===== config.mk =====
export PLATFORM = sky130hd
export DESIGN_NAME = mem_wb_stage
export DESIGN_NICKNAME = d
export VERILOG_FILES = /design/src/rtl/mem_wb_stage.sv
export SDC_FILE = /design/constraint.sdc
export NUM_CORES = 1
export LEC_CHECK = 0
export CAP_MARGIN = 15
export CELL_PAD_IN_SITES_DETAIL_PLACEMENT = 1
export CELL_PAD_IN_SITES_GLOBAL_PLACEMENT = 1
export CORE_MARGIN = 1.5
export CORE_UTILIZATION = 37
export CTS_BUF_LIST = sky130_fd_sc_hd__clkbuf_4 sky130_fd_sc_hd__clkbuf_8
export DETAILED_ROUTE_END_ITERATION = 8
export PLACE_DENSITY = 0.8
export SLEW_MARGIN = 10
export SYNTH_ARGS = -nofsm -noshare
export SYNTH_HDL_FRONTEND = slang
export SYNTH_SLANG_ARGS = --single-unit

===== constraint.sdc =====
create_clock -name clk -period 2 [get_ports clk]
set_input_delay 0.4 -clock clk [delete_from_list [all_inputs] [get_ports clk]]
set_output_delay 0.4 -clock clk [all_outputs]
set_load 0.02 [all_outputs]

===== src/rtl/mem_wb_stage.sv =====
// Memory-stage controller and M->W pipeline register.
// Issues one load/store at a time over a req/ack handshake, stalls the
// upstream pipeline while the access is outstanding, aborts on timeout
// (sticky bus_err) and registers the retiring instruction into W.
module mem_wb_stage #(
    parameter int WIDTH   = 32,
    parameter int TIMEOUT = 16,
    parameter int CNT_W   = 5
) (
    input  logic             clk,
    input  logic             rst_n,
    input  logic             ValidM,
    input  logic             RegWriteM,
    input  logic [1:0]       ResultSrcM,
    input  logic             MemWriteM,
    input  logic [WIDTH-1:0] ALUResultM,
    input  logic [WIDTH-1:0] WriteDataM,
    input  logic [4:0]       RdM,
    input  logic [WIDTH-1:0] PCPlus4M,
    output logic             StallM,
    output logic             mem_req,
    output logic             mem_we,
    output logic [WIDTH-1:0] mem_addr,
    output logic [WIDTH-1:0] mem_wdata,
    input  logic [WIDTH-1:0] mem_rdata,
    input  logic             mem_ack,
    output logic             ValidW,
    output logic             RegWriteW,
    output logic [1:0]       ResultSrcW,
    output logic [WIDTH-1:0] ALUResultW,
    output logic [WIDTH-1:0] ReadDataW,
    output logic [WIDTH-1:0] PCPlus4W,
    output logic [4:0]       RdW,
    output logic [WIDTH-1:0] ResultW,
    output logic             bus_err
);

    typedef enum logic [0:0] {IDLE, ACCESS} state_t;

    state_t             state_reg, state_next;
    logic [CNT_W-1:0]   cnt_reg, cnt_next;

    // Copy of the instruction whose access is outstanding
    logic               lat_we;
    logic [WIDTH-1:0]   lat_addr;
    logic [WIDTH-1:0]   lat_wdata;
    logic [4:0]         lat_rd;
    logic               lat_regwrite;
    logic [1:0]         lat_resultsrc;
    logic [WIDTH-1:0]   lat_pcplus4;

    logic               memop;
    logic               latch_en;
    logic               retire;
    logic               load_retire;
    logic               abort;
    logic               ret_regwrite;
    logic [1:0]         ret_resultsrc;
    logic [WIDTH-1:0]   ret_alu;
    logic [WIDTH-1:0]   ret_pcplus4;
    logic [4:0]         ret_rd;
    logic               timed_out;

    assign memop     = ValidM & (MemWriteM | (ResultSrcM == 2'b01));
    assign timed_out = (cnt_reg == CNT_W'(TIMEOUT));

    // Next-state, handshake outputs and retire selection
    always_comb begin
        state_next    = state_reg;
        cnt_next      = cnt_reg;
        mem_req       = 1'b0;
        mem_we        = MemWriteM;
        mem_addr      = ALUResultM;
        mem_wdata     = WriteDataM;
        StallM        = 1'b0;
        latch_en      = 1'b0;
        retire        = 1'b0;
        load_retire   = 1'b0;
        abort         = 1'b0;
        ret_regwrite  = RegWriteM;
        ret_resultsrc = ResultSrcM;
        ret_alu       = ALUResultM;
        ret_pcplus4   = PCPlus4M;
        ret_rd        = RdM;
        case (state_reg)
            IDLE: begin
                mem_req = memop;
                if (memop && !mem_ack) begin
                    StallM     = 1'b1;
                    latch_en   = 1'b1;
                    state_next = ACCESS;
                    cnt_next   = CNT_W'(1);
                end else begin
                    retire      = ValidM;
                    load_retire = memop & ~MemWriteM;
                end
            end
            ACCESS: begin
                mem_req       = 1'b1;
                mem_we        = lat_we;
                mem_addr      = lat_addr;
                mem_wdata     = lat_wdata;
                ret_regwrite  = lat_regwrite;
                ret_resultsrc = lat_resultsrc;
                ret_alu       = lat_addr;
                ret_pcplus4   = lat_pcplus4;
                ret_rd        = lat_rd;
                // Ack takes priority over a coincident timeout
                if (mem_ack) begin
                    retire      = 1'b1;
                    load_retire = ~lat_we;
                    state_next  = IDLE;
                end else if (timed_out) begin
                    abort      = 1'b1;
                    state_next = IDLE;
                end else begin
                    StallM   = 1'b1;
                    cnt_next = cnt_reg + CNT_W'(1);
                end
            end
            default: state_next = IDLE;
        endcase
        // Reset must silence the bus and release the pipeline immediately
        if (!rst_n) begin
            mem_req = 1'b0;
            StallM  = 1'b0;
        end
    end

    // FSM state, wait counter and sticky error flag
    always_ff @(posedge clk or negedge rst_n) begin
        if (!rst_n) begin
            state_reg <= IDLE;
            cnt_reg   <= '0;
            bus_err   <= 1'b0;
        end else begin
            state_reg <= state_next;
            cnt_reg   <= cnt_next;
            if (abort) bus_err <= 1'b1;
        end
    end

    // Capture the instruction when its access cannot complete immediately
    always_ff @(posedge clk or negedge rst_n) begin
        if (!rst_n) begin
            lat_we        <= 1'b0;
            lat_addr      <= '0;
            lat_wdata     <= '0;
            lat_rd        <= '0;
            lat_regwrite  <= 1'b0;
            lat_resultsrc <= '0;
            lat_pcplus4   <= '0;
        end else if (latch_en) begin
            lat_we        <= MemWriteM;
            lat_addr      <= ALUResultM;
            lat_wdata     <= WriteDataM;
            lat_rd        <= RdM;
            lat_regwrite  <= RegWriteM;
            lat_resultsrc <= ResultSrcM;
            lat_pcplus4   <= PCPlus4M;
        end
    end

    // W-stage register: valid/write-enable every edge, payload only on retire
    always_ff @(posedge clk or negedge rst_n) begin
        if (!rst_n) begin
            ValidW     <= 1'b0;
            RegWriteW  <= 1'b0;
            ResultSrcW <= '0;
            ALUResultW <= '0;
            ReadDataW  <= '0;
            PCPlus4W   <= '0;
            RdW        <= '0;
        end else begin
            ValidW    <= retire;
            RegWriteW <= retire & ret_regwrite & (ret_rd != 5'd0);
            if (retire) begin
                ResultSrcW <= ret_resultsrc;
                ALUResultW <= ret_alu;
                PCPlus4W   <= ret_pcplus4;
                RdW        <= ret_rd;
            end
            if (load_retire) ReadDataW <= mem_rdata;
        end
    end

    // Writeback result select (11 aliases the ALU path)
    always_comb begin
        case (ResultSrcW)
            2'b01:   ResultW = ReadDataW;
            2'b10:   ResultW = PCPlus4W;
            default: ResultW = ALUResultW;
        endcase
    end

endmodule


==> summary.txt <==
Status
  – Status: complete, but fails checks
  – Violated checks: hold timing, setup timing

Setup path
  – Setup CP Type: reg2out
  – Critical path depth: 6
  – Flop-to-flop setup slack: -0.31 ns
  – Startpoint class of the critical path: flip-flop
  – CP max-delay cell: sky130_fd_sc_hd__dfrtp_1
  – Crit-path max FO: 7
  – Kind of cell adding the most delay to the critical path: buffers and inverters
  – Arrival time of the worst setup path: about 2.2 ns
  – Ordered list of cells on the worst path: buf_6 > ha_4 > buf_12 > clkbuf_16 > o21ai_1 > buf_4
  – WP buf/inv: 4
  – Largest stage delay, worst path: just under 0.4 ns
  – Req. time, crit path: 1.60 ns
  – Crit end category: primary output
  – Depth of the worst register-to-register path: 9

Detailed routing
  – Residual antenna-violating net count after detailed routing: 0
  – Routed wire length: roughly 49000 microns
  – Via count: between 9000 and 10000
  – Drt pass-1 iters: 4
  – Total DRC errors in the routed layout: 0
  – Via/cell ratio: roughly 5.6
  – Detailed Route Iter0 Violations: 483
  – WL/cell: 28.30 microns

Synth
  – Cell with the most instances after synthesis: sky130_fd_sc_hd__dfrtp_1
  – FF+latch count, synth: 217
  – Top cell types by occurrence after synthesis: sky130_fd_sc_hd__dfrtp_1 (217), sky130_fd_sc_hd__mux2_1 (117), sky130_fd_sc_hd__mux2_2 (100)
  – Top-area cell type share of the netlist area: 0.5268
  – Proportion of synthesized chip area in sequential cells: 0.5268
  – Post-synthesis cell area: 10310 sq um
  – Biggest area contributors in the synthesized netlist: sky130_fd_sc_hd__dfrtp_1 (53%), sky130_fd_sc_hd__mux2_1 (13%), sky130_fd_sc_hd__mux2_2 (11%)
  – Post-Syn Nets: 1008
  – Flip-flop cell with the highest count after synthesis: sky130_fd_sc_hd__dfrtp_1
  – Async set-reset flop share out of synthesis: 1.000
  – Library cell with the largest summed area after synthesis: sky130_fd_sc_hd__dfrtp_1
  – Synthesized netlist cell count: 863
  – Mean Syn Cell Area: 11.95 sq um
  – Unique cell type count in the Yosys netlist: between 40 and 50
  – Count of flip-flops with a built-in enable after synthesis: 0
  – Synthesis Warnings: 0

CTS
  – Clk sinks: ~220
  – Clock insertion delay at the later pin of the skew report: 0.56 ns
  – Clock tree from TritonCTS: done
  – Maximum buffer depth of the clock tree: 3
  – Clock transition at the registers of the reported paths: approximately 0.06 ns
  – Total clock buffers created by CTS: 40
  – Root buffer cell: sky130_fd_sc_hd__clkbuf_8
  – Number of hold buffers added after CTS: 0
  – Number of H-tree levels: 2

STA
  – Max Slew Vio Count: 0
  – Final hold violation count: 2
  – Worst-margin pin slew: 0.9500 ns
  – Maximum clock rate: 0.3911 GHz
  – Worst path setup slack after routing: -0.5569 ns
  – Final critical path time including I/O delays and setup: 2.557 ns
  – # setup viols final: 294
  – Final period util: 1.278
  – Fin Hold WS: -0.003338 ns
  – Unrepaired setup endpoints after global routing: yes
  – Worst slew margin relative to its limit: 0.3666
  – Setup skew after layout: just under 0.03 ns

Finish
  – Area growth from synthesis to layout: 75.77%
  – Antenna diode count: 0
  – Nets: 1477
  – Share of layout cells above drive strength 1: 0.4507
  – Post-layout utilization of the core: 0.6668
  – Count of fill cells added during filler insertion: 2599

Power
  – Worst-case vdd ir drop: between 0.5 and 0.6 mV
  – Overall power: approximately 21000 uW
  – Leak pwr: 0.008623 uW
  – Power density over cell area: 1170 nW/um^2

Global routing
  – Most heavily used metal layer in global routing: met2
  – Met3 Resource Use GR: 0.06651
  – Met2 Use GR: 0.4287
  – Number of global-route vias before repair: 9564
  – Met1 usage in global routing: 0.3140
  – Global-route wire length before repair: 56440 microns
  – GR Overflow Total: 0
  – GRT Resource Usage Total: 0.2558
  – Pin count of the biggest net entering global routing: between 150 and 200
  – Initial antenna violation count: 2

Placement
  – GPL Wtd Cong: 0.7870
  – Hpwl dp: 26020 microns
  – Count of input and output buffers: around 350

Floorplan
  – Die Ht: between 150 and 200 microns
  – I/O Pins: approximately 350
  – Number of standard-cell rows in the floorplan: 60
  – Starting utilization of the core area: 0.3793
  – CORE AREA: 27180 sq um
  – Area of the die: 28870 sq um
  – DIE WIDTH: 169.9 microns

Worst hold path
  – Type of the tightest min-delay check: in2async

Job
  – Maximum Capacitance Violations: 0
[cell usage in the layout, fill, tap and decap left out, types with 7 or more instances in the layout]
master / count
sky130_fd_sc_hd__clkbuf_8: 51
sky130_fd_sc_hd__o22ai_1: 34
sky130_fd_sc_hd__a22oi_2: 19
sky130_fd_sc_hd__mux2_1: 32
sky130_fd_sc_hd__nand2_4: 8
sky130_fd_sc_hd__dfrtp_1: 216
sky130_fd_sc_hd__dlymetal6s2s_1: 70
sky130_fd_sc_hd__a31oi_1: 16
sky130_fd_sc_hd__clkbuf_16: 25
sky130_fd_sc_hd__buf_6: 102
sky130_fd_sc_hd__nor3b_1: 20
sky130_fd_sc_hd__mux2_4: 109
sky130_fd_sc_hd__a22oi_1: 15
sky130_fd_sc_hd__clkdlybuf4s50_1: 174
sky130_fd_sc_hd__nand2_2: 30
sky130_fd_sc_hd__o22a_1: 22
sky130_fd_sc_hd__buf_8: 13
sky130_fd_sc_hd__nand2_1: 16
sky130_fd_sc_hd__buf_16: 7
sky130_fd_sc_hd__o21ai_2: 19
sky130_fd_sc_hd__a21oi_1: 22
sky130_fd_sc_hd__clkbuf_4: 17
sky130_fd_sc_hd__inv_1: 38
sky130_fd_sc_hd__buf_4: 73
sky130_fd_sc_hd__o21ai_4: 19
sky130_fd_sc_hd__o21ai_1: 13
sky130_fd_sc_hd__mux2_2: 76
sky130_fd_sc_hd__nor2_1: 32
sky130_fd_sc_hd__buf_12: 25
[cell families after synthesis]
logic type	after synthesis	synth area share
simple gates	126	0.06117
flops	217	0.5268
fa+ha+maj	4	0.004855
compound gates	187	0.1154
mux	221	0.2409
xor+xnor	2	0.001700
buf+inv	106	0.04915
[worst paths after layout]
check	startpoint	to
min	rst_n	PCPlus4W[9]
max in group asynchronous	rst_n	lat_pcplus4[18]
max reg2reg	state_reg	ALUResultW[13]
max	ResultSrcW[1]	ResultW[10]
min reg2reg	lat_pcplus4[19]	lat_pcplus4[19]
min in group clk	mem_rdata[21]	ReadDataW[21]
[worst reg2reg max path, stage by stage, from the launching register on]
cell and delay, ns:
sky130_fd_sc_hd__dfrtp_4 0.55, sky130_fd_sc_hd__buf_12 0.17, sky130_fd_sc_hd__buf_12 0.15, sky130_fd_sc_hd__buf_6 0.12
sky130_fd_sc_hd__or2_4 0.24, sky130_fd_sc_hd__o21ai_4 0.19, sky130_fd_sc_hd__o21ai_4 0.11, sky130_fd_sc_hd__inv_8 0.14
sky130_fd_sc_hd__clkbuf_16 0.21, sky130_fd_sc_hd__mux2_4 0.31
[through the flow]
step	hold WS [ns]	instances	setup TNS [ns]	setup WS, ns	cell area (sq um)
final	-0.003338	1732	-54.67	-0.5569	18120
after global routing	0.04802	1732	-67.93	-0.5759	18120
after CTS	0.009705	1675	-37.73	-0.3604	15600
after detailed placement	0.4695	1593	-62.37	-0.5837	14710
after global placement	0.4588	1593	-50.21	-0.5602	14710
after floorplan	0.1044	863	-2.120	-0.08142	10310
[where the power goes]
group	total [uW]	leakage, uW	internal, uW	switching, uW
Combinational	9980	0.00562	5060	4920
Sequential	6590	0.00256	5510	1080
Clock	4630	0.000445	2590	2030
[routing by layer]
metal | wire (microns) | vias to the layer above
met5 | 26 | -
met1 | 18980 | 4984
met4 | 2129 | 4
met2 | 24610 | 439
li1 | - | 4062
met3 | 3252 | 136
[layout make-up]
class / count / area, sq um / share of cell area
Multi-Input combinational cell: 540 / 5374 / 0.2966
Clock buffer: 68 / 829.5 / 0.04578
Sequential cell: 217 / 5434 / 0.2999
Clock inverter: 2 / 15.01 / 0.0008286
Timing Repair Buffer: 490 / 5833 / 0.3219
Tap cell: 372 / 465.4 / 0.02569
Inverter: 43 / 168.9 / 0.009322
[repair_timing]
action / CTS / global route
setup endpoints to repair: 169 / 322
pin swaps: 6 / 26
gates cloned: 4 / 31
gates resized for setup: 546 / 475
setup buffers: 8 / 26
Note: power is estimated with default switching activity, not from simulation.
==> RTL change (same settings) <==
Register the output `bus_err` once more, cleared by the reset; this adds one clock of latency there. The other outputs are not delayed to match.
--- a/src/rtl/mem_wb_stage.sv
+++ b/src/rtl/mem_wb_stage.sv
@@ -38,2 +38,4 @@
     typedef enum logic [0:0] {IDLE, ACCESS} state_t;
+
+    logic bus_err_s0;
 
@@ -134,3 +136,3 @@
             cnt_reg   <= '0;
-            bus_err   <= 1'b0;
+            bus_err_s0 <= 1'b0;
         end else begin
@@ -138,3 +140,3 @@
             cnt_reg   <= cnt_next;
-            if (abort) bus_err <= 1'b1;
+            if (abort) bus_err_s0 <= 1'b1;
         end
@@ -195,2 +197,10 @@
 
+    always_ff @(posedge clk or negedge rst_n) begin
+        if (!rst_n) begin
+            bus_err <= '0;
+        end else begin
+            bus_err <= bus_err_s0;
+        end
+    end
+
 endmodule
Behaviour: same outputs for any inputs over 4 cycles, from zero or initial values and one cycle with rst_n low; that may be too few to reach the edited logic, so the function may still have changed.
==> RTL change against the unedited design <==
- the flow finishes with violations (negative setup slack)
- count of clock-buffer cells in the layout increased by 3
- sequential cell count rose by 1
- worst setup slack improved by 0.16 ns
- cell area grew 1.4%
- worst hold slack improved by 0.39 ns
- first-iteration DRC count grew 53%
- clock skew shrank 0.011 ns
- synthesized area up 0.24%
- fmax grew 6.8%
- power decreased by 1.4%
- routed wire length increased by 5.5%
==> RTL change: results (changes against the unedited design) <==
stage,metric,value,unit,change
drt,wl_met1,19900,µm,+4.8%
timing,fin_ws,-0.3937,ns,+0.1633 ns
drt,wl_met3,3517,µm,+8.1%
logic_synthesis,synthesis.nets,1009,,+0.099%
run_status,status,finished with violations,,
power,leakagePower,8.750,nW,+1.5%
placement,dp.cells,1615,,+1.4%
logic_synthesis,synthXorXnorAreaFrac,0.1695,%,-0.00041 points
run_status,violations,negative setup slack,,
logic_synthesis,synthTopCellsByCount,"dfrtp_1, mux2_1, mux2_2, nand2_1, inv_1",,
timing,setup_violations,264,,-10%
placement,placed_cell_area,14880,µm²,+1.2%
global_route,met3_usage,6.372,%,-0.28 points
final_layout,drive_above_1_share,46.87,%,+1.8 points
final_layout,finalNetCount,1537,,+4.1%
timing,whs,0.3874,ns,+0.3907 ns
drt,wl_met2,25880,µm,+5.1%
drt,wl,51700,µm,+5.5%
drt,dr_total_vias,10020,,+4.1%
drt,drt_iter0_drc,739,,+53%
timing,slew_headroom,50.89,%,+14 points
global_route,use_met2,46.61,%,+3.7 points
final_layout,fin_area,18370,µm²,+1.4%
global_route,grt_max_degree,111,,-35%
global_route,grt_pass1_wl,59280,µm,+5.0%
drt,drtPass1Iterations,5,,+1
global_route,grt_pass1_vias,9895,,+3.5%
logic_synthesis,netlist_instances,864,,+0.12%
logic_synthesis,synth-adder-area-share,0.4843,%,-0.0012 points
drt,viasPerCell,5.575,,+0.31%
placement,hpwl,26630,µm,+2.4%
logic_synthesis,seq_area_frac_synth,52.79,%,+0.11 points
setup_path,cp_max_fo,9,,+2
setup_path,arrival,1.99,ns,-0.17 ns
logic_synthesis,synthMuxAreaShare,24.03,%,-0.058 points
setup_path,startpoint,ResultSrcW[0]$_DFFE_PN0P_,,
global_route,use_met1,32.56,%,+1.2 points
clocking,cts_buffers,41,,+2.5%
logic_synthesis,synth.area.top_cells,"dfrtp_1, mux2_1, mux2_2, a22oi_1, o22ai_1",,
logic_synthesis,synth_compound_area_share,11.51,%,-0.028 points
global_route,antenna_found_initial,4,,+2
placement,place.gp.congestion,0.8182,,+4.0%
global_route,grt_usage,27.02,%,+1.4 points
setup_path,ff2ff_setup_slack,-0.36,ns,-0.05 ns
timing,skew,0.01858,ns,-0.01063 ns
[RTL change: cell types whose count changed after synthesis]
cell | before | now
dfrtp_1 | 217 | 218
[RTL change: where the power goes]
| part | internal [W] | switching (W) | total (W) |
|---|---|---|---|
| combinational | 0.00482 | 0.00463 | 0.00945 |
| sequential | 0.00553 | 0.00114 | 0.00667 |
| clock | 0.00268 | 0.00208 | 0.00477 |
[RTL change: per-stage QoR]
stage	setup WS, ns	TNS (ns)
final	-0.3937	-72.25
after global routing	-0.4569	-83.68
after CTS	-0.3818	-45.10
after detailed placement	-0.5248	-65.86
after global placement	-0.5038	-56.64
after floorplan	-0.08142	-2.120
[RTL change: final cells by class]
type,instances,area (µm²)
Inverter,43,166.4
Fill cell,2624,8808
Tap cell,372,465.4
Multi-Input combinational cell,542,5369
Clock buffer,71,858.3
Sequential cell,218,5461
Clock inverter,3,17.52
Timing Repair Buffer,546,6022
Antenna cell,3,7.507
[RTL change: worst max-delay path, delay by kind of cell (launching register included)]
| kind | cells | cell delay, ns |
|---|---|---|
| adder cells (fa/ha/maj) | 1 | 0.18 |
| flip-flops | 1 | 0.41 |
| AO/OA/AOI/OAI | 2 | 0.25 |
| buffers and inverters | 4 | 0.61 |
[RTL change: what timing repair did]
action                                  CTS  global route
endpoints found under the hold margin    65             0
buffers inserted                         40            41
resized for setup                       612           392
pin swaps                                29            35
gates cloned                              3            35
hold buffers                              1             0
endpoints found under the setup margin  142           344
[RTL change: path summary, 6_finish.rpt]
check / end / depth (start not counted)
max: ResultW[24] / 7
min: bus_err$_DFF_PN0_ / 0
max reg2reg: ALUResultW[20]$_DFFE_PN0P_ / 9
min reg2reg: bus_err$_DFF_PN0_ / 0
max in group asynchronous: PCPlus4W[31]$_DFFE_PN0P_ / 4
min in group asynchronous: lat_pcplus4[9]$_DFFE_PN0P_ / 3
